$ cat src/rtl/mult_div_if.sv
// mult_div_if: request/result bundle between the execute-stage control and
// the iterative multiply/divide unit.
//   start/op/a/b : request, driven by the master (control + register bank)
//   busy/done    : progress handshake, driven by the unit
//   hi/lo/div0   : result registers, driven by the unit
interface mult_div_if #(
  parameter int WIDTH = 32
);
  logic             start;
  logic [1:0]       op;
  logic [WIDTH-1:0] a;
  logic [WIDTH-1:0] b;
  logic             busy;
  logic             done;
  logic [WIDTH-1:0] hi;
  logic [WIDTH-1:0] lo;
  logic             div0;

  modport master (output start, op, a, b, input busy, done, hi, lo, div0);
  modport slave  (input start, op, a, b, output busy, done, hi, lo, div0);
endinterface

$ cat src/rtl/mult_div_unit.sv
// mult_div_unit: iterative MULT/MULTU/DIV/DIVU, one shift-add or restoring
// divide step per clock, WIDTH steps per operation.
//   clk   : clock, rising edge
//   rst_n : asynchronous active-low reset
//   bus   : mult_div_if.slave
//             start/op/a/b in; busy, done (1-cycle pulse), hi/lo, div0 out
//   op encoding: 00 MULT, 01 MULTU, 10 DIV, 11 DIVU
// Signed ops run on magnitudes; the sign fix-up is applied in FIN.
module mult_div_unit #(
  parameter int WIDTH = 32
) (
  input  logic       clk,
  input  logic       rst_n,
  mult_div_if.slave  bus
);

  localparam int CW = (WIDTH > 1) ? $clog2(WIDTH) : 1;

  typedef enum logic [1:0] {S_IDLE, S_CALC, S_FIN} state_t;

  state_t             state_q;
  logic [CW-1:0]      cnt_q;
  logic               is_div_q;
  logic               dz_q;     // divide by zero seen at accept
  logic               neg_q;    // operand signs differ
  logic               rneg_q;   // dividend was negative
  logic [WIDTH-1:0]   a_q;      // original A, returned as HI on divide by zero
  logic [WIDTH-1:0]   mb_q;     // |B|: multiplicand or divisor
  logic [2*WIDTH-1:0] acc_q;    // {partial hi / remainder, multiplier / quotient}
  logic               busy_q, done_q, div0_q;
  logic [WIDTH-1:0]   hi_q, lo_q;

  // Accept-time operand conditioning
  logic             sgn_op, a_neg, b_neg, b_zero;
  logic [WIDTH-1:0] a_mag, b_mag;

  assign sgn_op = ~bus.op[0];
  assign a_neg  = sgn_op & bus.a[WIDTH-1];
  assign b_neg  = sgn_op & bus.b[WIDTH-1];
  assign a_mag  = a_neg ? -bus.a : bus.a;
  assign b_mag  = b_neg ? -bus.b : bus.b;
  assign b_zero = (bus.b == '0);

  // Multiply step: add multiplicand into the upper half when the current
  // multiplier bit is set, then shift the whole accumulator right (carry
  // enters at the top).
  logic [WIDTH:0]     mul_sum;
  logic [2*WIDTH-1:0] mul_nxt;

  assign mul_sum = {1'b0, acc_q[2*WIDTH-1:WIDTH]}
                 + (acc_q[0] ? {1'b0, mb_q} : {(WIDTH+1){1'b0}});
  assign mul_nxt = {mul_sum, acc_q[WIDTH-1:1]};

  // Restoring divide step: shift the next dividend bit into the remainder,
  // trial-subtract. Remainder < divisor always holds, so the shifted value is
  // < 2*divisor and the top bit of the difference is a clean borrow flag.
  logic [WIDTH:0]     div_shift, div_diff;
  logic               div_qbit;
  logic [WIDTH-1:0]   div_rem;
  logic [2*WIDTH-1:0] div_nxt;

  assign div_shift = {acc_q[2*WIDTH-1:WIDTH], acc_q[WIDTH-1]};
  assign div_diff  = div_shift - {1'b0, mb_q};
  assign div_qbit  = ~div_diff[WIDTH];
  assign div_rem   = div_qbit ? div_diff[WIDTH-1:0] : div_shift[WIDTH-1:0];
  assign div_nxt   = {div_rem, acc_q[WIDTH-2:0], div_qbit};

  // Final result with sign fix-up
  logic [2*WIDTH-1:0] prod;
  logic [WIDTH-1:0]   quo, rem, fin_hi, fin_lo;

  assign prod = neg_q ? -acc_q : acc_q;
  assign quo  = neg_q  ? -acc_q[WIDTH-1:0]       : acc_q[WIDTH-1:0];
  assign rem  = rneg_q ? -acc_q[2*WIDTH-1:WIDTH] : acc_q[2*WIDTH-1:WIDTH];

  always_comb begin
    fin_hi = prod[2*WIDTH-1:WIDTH];
    fin_lo = prod[WIDTH-1:0];
    if (is_div_q) begin
      if (dz_q) begin
        fin_hi = a_q;
        fin_lo = '1;
      end else begin
        fin_hi = rem;
        fin_lo = quo;
      end
    end
  end

  always_ff @(posedge clk or negedge rst_n) begin
    if (!rst_n) begin
      state_q  <= S_IDLE;
      cnt_q    <= '0;
      is_div_q <= 1'b0;
      dz_q     <= 1'b0;
      neg_q    <= 1'b0;
      rneg_q   <= 1'b0;
      a_q      <= '0;
      mb_q     <= '0;
      acc_q    <= '0;
      busy_q   <= 1'b0;
      done_q   <= 1'b0;
      div0_q   <= 1'b0;
      hi_q     <= '0;
      lo_q     <= '0;
    end else begin
      done_q <= 1'b0;
      case (state_q)
        S_IDLE: begin
          if (bus.start) begin
            is_div_q <= bus.op[1];
            dz_q     <= bus.op[1] & b_zero;
            neg_q    <= a_neg ^ b_neg;
            rneg_q   <= a_neg;
            a_q      <= bus.a;
            mb_q     <= b_mag;
            acc_q    <= {{WIDTH{1'b0}}, a_mag};
            cnt_q    <= '0;
            div0_q   <= 1'b0;
            busy_q   <= 1'b1;
            // Divide by zero has nothing to iterate over
            state_q  <= (bus.op[1] & b_zero) ? S_FIN : S_CALC;
          end
        end
        S_CALC: begin
          acc_q <= is_div_q ? div_nxt : mul_nxt;
          if (cnt_q == CW'(WIDTH-1)) begin
            cnt_q   <= '0;
            state_q <= S_FIN;
          end else begin
            cnt_q <= cnt_q + 1'b1;
          end
        end
        S_FIN: begin
          hi_q    <= fin_hi;
          lo_q    <= fin_lo;
          div0_q  <= dz_q;
          done_q  <= 1'b1;
          busy_q  <= 1'b0;
          state_q <= S_IDLE;
        end
        default: state_q <= S_IDLE;
      endcase
    end
  end

  assign bus.busy = busy_q;
  assign bus.done = done_q;
  assign bus.hi   = hi_q;
  assign bus.lo   = lo_q;
  assign bus.div0 = div0_q;

endmodule

$ cat src/flat_wrapper.sv
// flat-port wrapper written by rule: the top's interface ports become plain ports
module mult_div_unit_flat 
#(
  parameter int WIDTH = 32
)
  (clk, rst_n, bus_start, bus_op, bus_a, bus_b, bus_busy, bus_done, bus_hi, bus_lo, bus_div0);
  mult_div_if #(.WIDTH(WIDTH)) bus_i ();
  input  logic clk;
  input  logic rst_n;
  input wire logic [$bits(bus_i.start)-1:0] bus_start;
  input wire logic [$bits(bus_i.op)-1:0] bus_op;
  input wire logic [$bits(bus_i.a)-1:0] bus_a;
  input wire logic [$bits(bus_i.b)-1:0] bus_b;
  output wire logic [$bits(bus_i.busy)-1:0] bus_busy;
  output wire logic [$bits(bus_i.done)-1:0] bus_done;
  output wire logic [$bits(bus_i.hi)-1:0] bus_hi;
  output wire logic [$bits(bus_i.lo)-1:0] bus_lo;
  output wire logic [$bits(bus_i.div0)-1:0] bus_div0;
  assign bus_i.start = bus_start;
  assign bus_i.op = bus_op;
  assign bus_i.a = bus_a;
  assign bus_i.b = bus_b;
  assign bus_busy = bus_i.busy;
  assign bus_done = bus_i.done;
  assign bus_hi = bus_i.hi;
  assign bus_lo = bus_i.lo;
  assign bus_div0 = bus_i.div0;
  mult_div_unit #(.WIDTH(WIDTH)) u_core (.clk(clk), .rst_n(rst_n), .bus(bus_i));
endmodule
$ cat config.mk
export PLATFORM = sky130hd
export DESIGN_NAME = mult_div_unit_flat
export DESIGN_NICKNAME = d
export VERILOG_FILES = /design/src/rtl/mult_div_if.sv /design/src/rtl/mult_div_unit.sv /design/src/flat_wrapper.sv
export SDC_FILE = /design/constraint.sdc
export NUM_CORES = 1
export LEC_CHECK = 0
export ABC_AREA = 1
export BUFFER_PORTS_ARGS = -buffer_cell sky130_fd_sc_hd__buf_2
export CAP_MARGIN = 20
export CORE_ASPECT_RATIO = 0.9
export CORE_MARGIN = 5
export CORE_UTILIZATION = 35
export CTS_CLUSTER_SIZE = 40
export DETAILED_ROUTE_END_ITERATION = 8
export PLACE_DENSITY = 0.51
export SYNTH_ARGS = -nofsm -noshare
export SYNTH_HDL_FRONTEND = slang
export SYNTH_SLANG_ARGS = --single-unit
$ cat constraint.sdc
create_clock -name clk -period 7.9 [get_ports clk]
set_clock_uncertainty 0.1 [all_clocks]
set_input_delay 1.58 -clock clk [delete_from_list [all_inputs] [get_ports clk]]
set_output_delay 1.58 -clock clk [all_outputs]
set_load 0.01 [all_outputs]
==> impl_metrics.tcl <==
set metrics [dict create \
    avgSynthCellArea_um2 6.07 \
    slew_violations 0 \
    drc 0 \
    worst_pin_slew_ns 0.908 \
    period_needed_ns 3.78 \
    core_mm2 0.0530 \
    clock_latency_ns 0.59 \
    drt-pass1-iter-count 7 \
    syn_area_mm2 0.0187 \
    place_inst 3816 \
    via_per_inst 5.42 \
    vias 21000 \
    grt_pass1_wl_um 127000 \
    cp_slowest_cell "o21ai_1" \
    status "finished clean" \
    fmax_mhz 264 \
    clk_path_buf_depth 3 \
    seq_area_frac_synth_pct 27.6 \
    critPathArrivalTime_ns 4.16 \
    synth_edf_count 0 \
    antenna_found_initial 1 \
    syn-num-nets 3220 \
    drv_cap 0 \
    final_nets 3289 \
    relSlewSlack_pct 38.9 \
    hp-class "reg -> reg" \
    synth_top_area_share_pct 27.6 \
    cp-end-kind "register" \
    rsz0062_at_grt "false" \
    synthCells 3079 \
    startpoint_type "register" \
    final_hold_viol_count 0 \
    synthTopCellsByArea "dfrtp_1 28%, nand2_1 17%, inv_1 7.8%" \
    cts_tree "done" \
    setup_tns_ns 0 \
    start_util_pct 35.3 \
    ctsRootBufferMaster "clkbuf_16" \
    antenna_left 0 \
    pwr-share-comb_pct 64.9 \
    clk_pin_slew_ns 0.07 \
    synthToLayoutAreaGrowth_pct 11.5 \
    ys_warn_count 0 \
    fp-row-count 80 \
    seqPwrFrac_pct 23.2 \
    grt_overflow 0 \
    switching_share_pct 58.1 \
    io_buffer_count 135 \
    final_common_cell "nand2_1" \
    drive_above_1_share_pct 8.81 \
    ys_async_sr_fraction_pct 100 \
    setup_violations 0 \
    cpMostUsedCell "nand2_1" \
    post-route-period-util_pct 47.9 \
    p_clk_share_pct 12.0 \
    die_x_um 254 \
    gp_congestion 1.01 \
    finalPower_mw 10.3 \
    grt_pass1_vias 19200 \
    ios 136 \
    cts_sinks 206 \
    htreeDepth 1 \
    power.internal_mw 4.30 \
    first_iter_violations 2329 \
    powerDensity_mw_per_mm2 492 \
    hold_buffers 0 \
    grt_max_degree 135 \
    p_leak_nw 10.4 \
    cp_max_fo 34 \
    yosysTopAreaCell "dfrtp_1" \
    peakVddDrop_uv 326 \
    synthFlopType "dfrtp_1" \
    path_cells "buf_4, nand2_1, inv_1, ha_1, inv_1, fa_1, inv_1, nand2_1, o21ai_1, nand2_1, nand2_1, nand2_1, nand2_1, nand2_1, nand3_1, nand3_1, nand2_1, inv_1, nand2_1, nand2_1" \
    cts_resized 0 \
    antenna_cells 0 \
    worst_hold_slack_ns 0.376 \
    max_stage_delay_ns 0.45 \
    drt_wl_total_um 84500 \
    layout_common_cells "865 x nand2_1, 391 x inv_1, 381 x nor2_1" \
    ys_types 57 \
    grt_usage_pct 28.2 \
    synth_seq_cells 206 \
    dieHeight_um 229 \
    p_sw_mw 5.96 \
    cts_setup_buffers 0 \
    wl_per_cell_um 21.9 \
    die_area_mm2 0.0582 \
    numCtsBuffers 27 \
    critPathKind "reg -> reg" \
    hpwl_um 66100 \
    final_cells 3863 \
    required_ns 8.28 \
]
logic make-up after synthesis:
logic type	after synthesis	share of synthesized area, %
AND/OR/NAND/NOR	1644	37.1
XOR/XNOR	71	3.33
flip-flops	206	27.6
adder cells (fa/ha/maj)	72	4.90
buffers and inverters	523	10.8
AO/OA/AOI/OAI	563	16.4
routing by layer:
metal  vias to the layer above  part of all wire (%)  track usage, %
li1                      10100                     -               -
met1                      9971                    50            45.7
met2                       842                    38            37.9
met3                        75                    10            7.84
met4                         2                   1.2            3.24
met5                         -                 0.014               0
synth_stat cells, types with 10 or more instances:
cell / count
nand3_1: 261
a21oi_1: 215
buf_2: 19
nor3_1: 21
clkbuf_1: 77
nand4_1: 33
nand2_2: 16
nor2_2: 11
or2_2: 10
o21ai_1: 17
o211ai_1: 15
inv_2: 10
ha_1: 70
o21bai_1: 13
nand2_1: 867
buf_1: 15
xnor2_1: 20
a31oi_1: 30
nor2_1: 384
xor2_1: 51
o21ai_0: 227
inv_1: 391
dfrtp_1: 206
nand3b_1: 15
cell type report:
type,count,area (µm²)
clock inverters,8,63.8
multi-input cells,2350,11600
clock buffers,39,801
flip-flops and latches,206,5160
well taps,697,872
fillers,5921,32100
inverters,405,1520
repair buffers,158,871
flip-flops by register name, indices dropped and copies added, names as in the netlist, 2 cells and up:
signal and flops:
u_core.acc_q 64, u_core.a_q 32, u_core.bus.hi 32, u_core.bus.lo 32
u_core.mb_q 32, u_core.cnt_q 5, u_core.state_q 2
power by group through the flow:
stage	registers (mW)	logic [mW]	clock network, mW
global placement	2.35	6.50	0
finish	2.38	6.65	1.23
detailed placement	2.35	6.51	0
CTS	2.34	6.54	1.25
floorplan	1.98	4.50	0
global route	2.41	7.38	1.30
worst max-delay path, delay by kind of cell (launching register included):
family / cells / cell delay (ns)
compound gates: 1 / 0.45
fa+ha+maj: 2 / 0.61
buf+inv: 5 / 0.70
flops: 1 / 0.32
simple gates: 12 / 1.46
final timing paths:
check | startpoint | end | slack [ns] | cells after the start
worst min-delay path | u_core.bus.busy | u_core.bus.busy | 0.38 | 2
worst max register to register | u_core.acc_q[0] | u_core.acc_q[49] | 4.12 | 20
min in group asynchronous | rst_n | u_core.mb_q[29] | 0.86 | 1
worst max-delay path | u_core.acc_q[0] | u_core.acc_q[49] | 4.12 | 20
worst min register to register | u_core.bus.busy | u_core.bus.busy | 0.38 | 2
max in group asynchronous | rst_n | u_core.is_div_q | 5.46 | 2
through the flow:
stage	utilization (%)	worst slack (ns)	cell area, µm²
floorplan	-	4.84	18700
global placement	37.7	3.88	20000
detailed placement	37.7	3.91	20000
CTS	39.4	4.22	20800
global route	39.4	3.86	20800
finish	39.4	4.12	20800
Note: power is estimated with default switching activity, not from simulation.
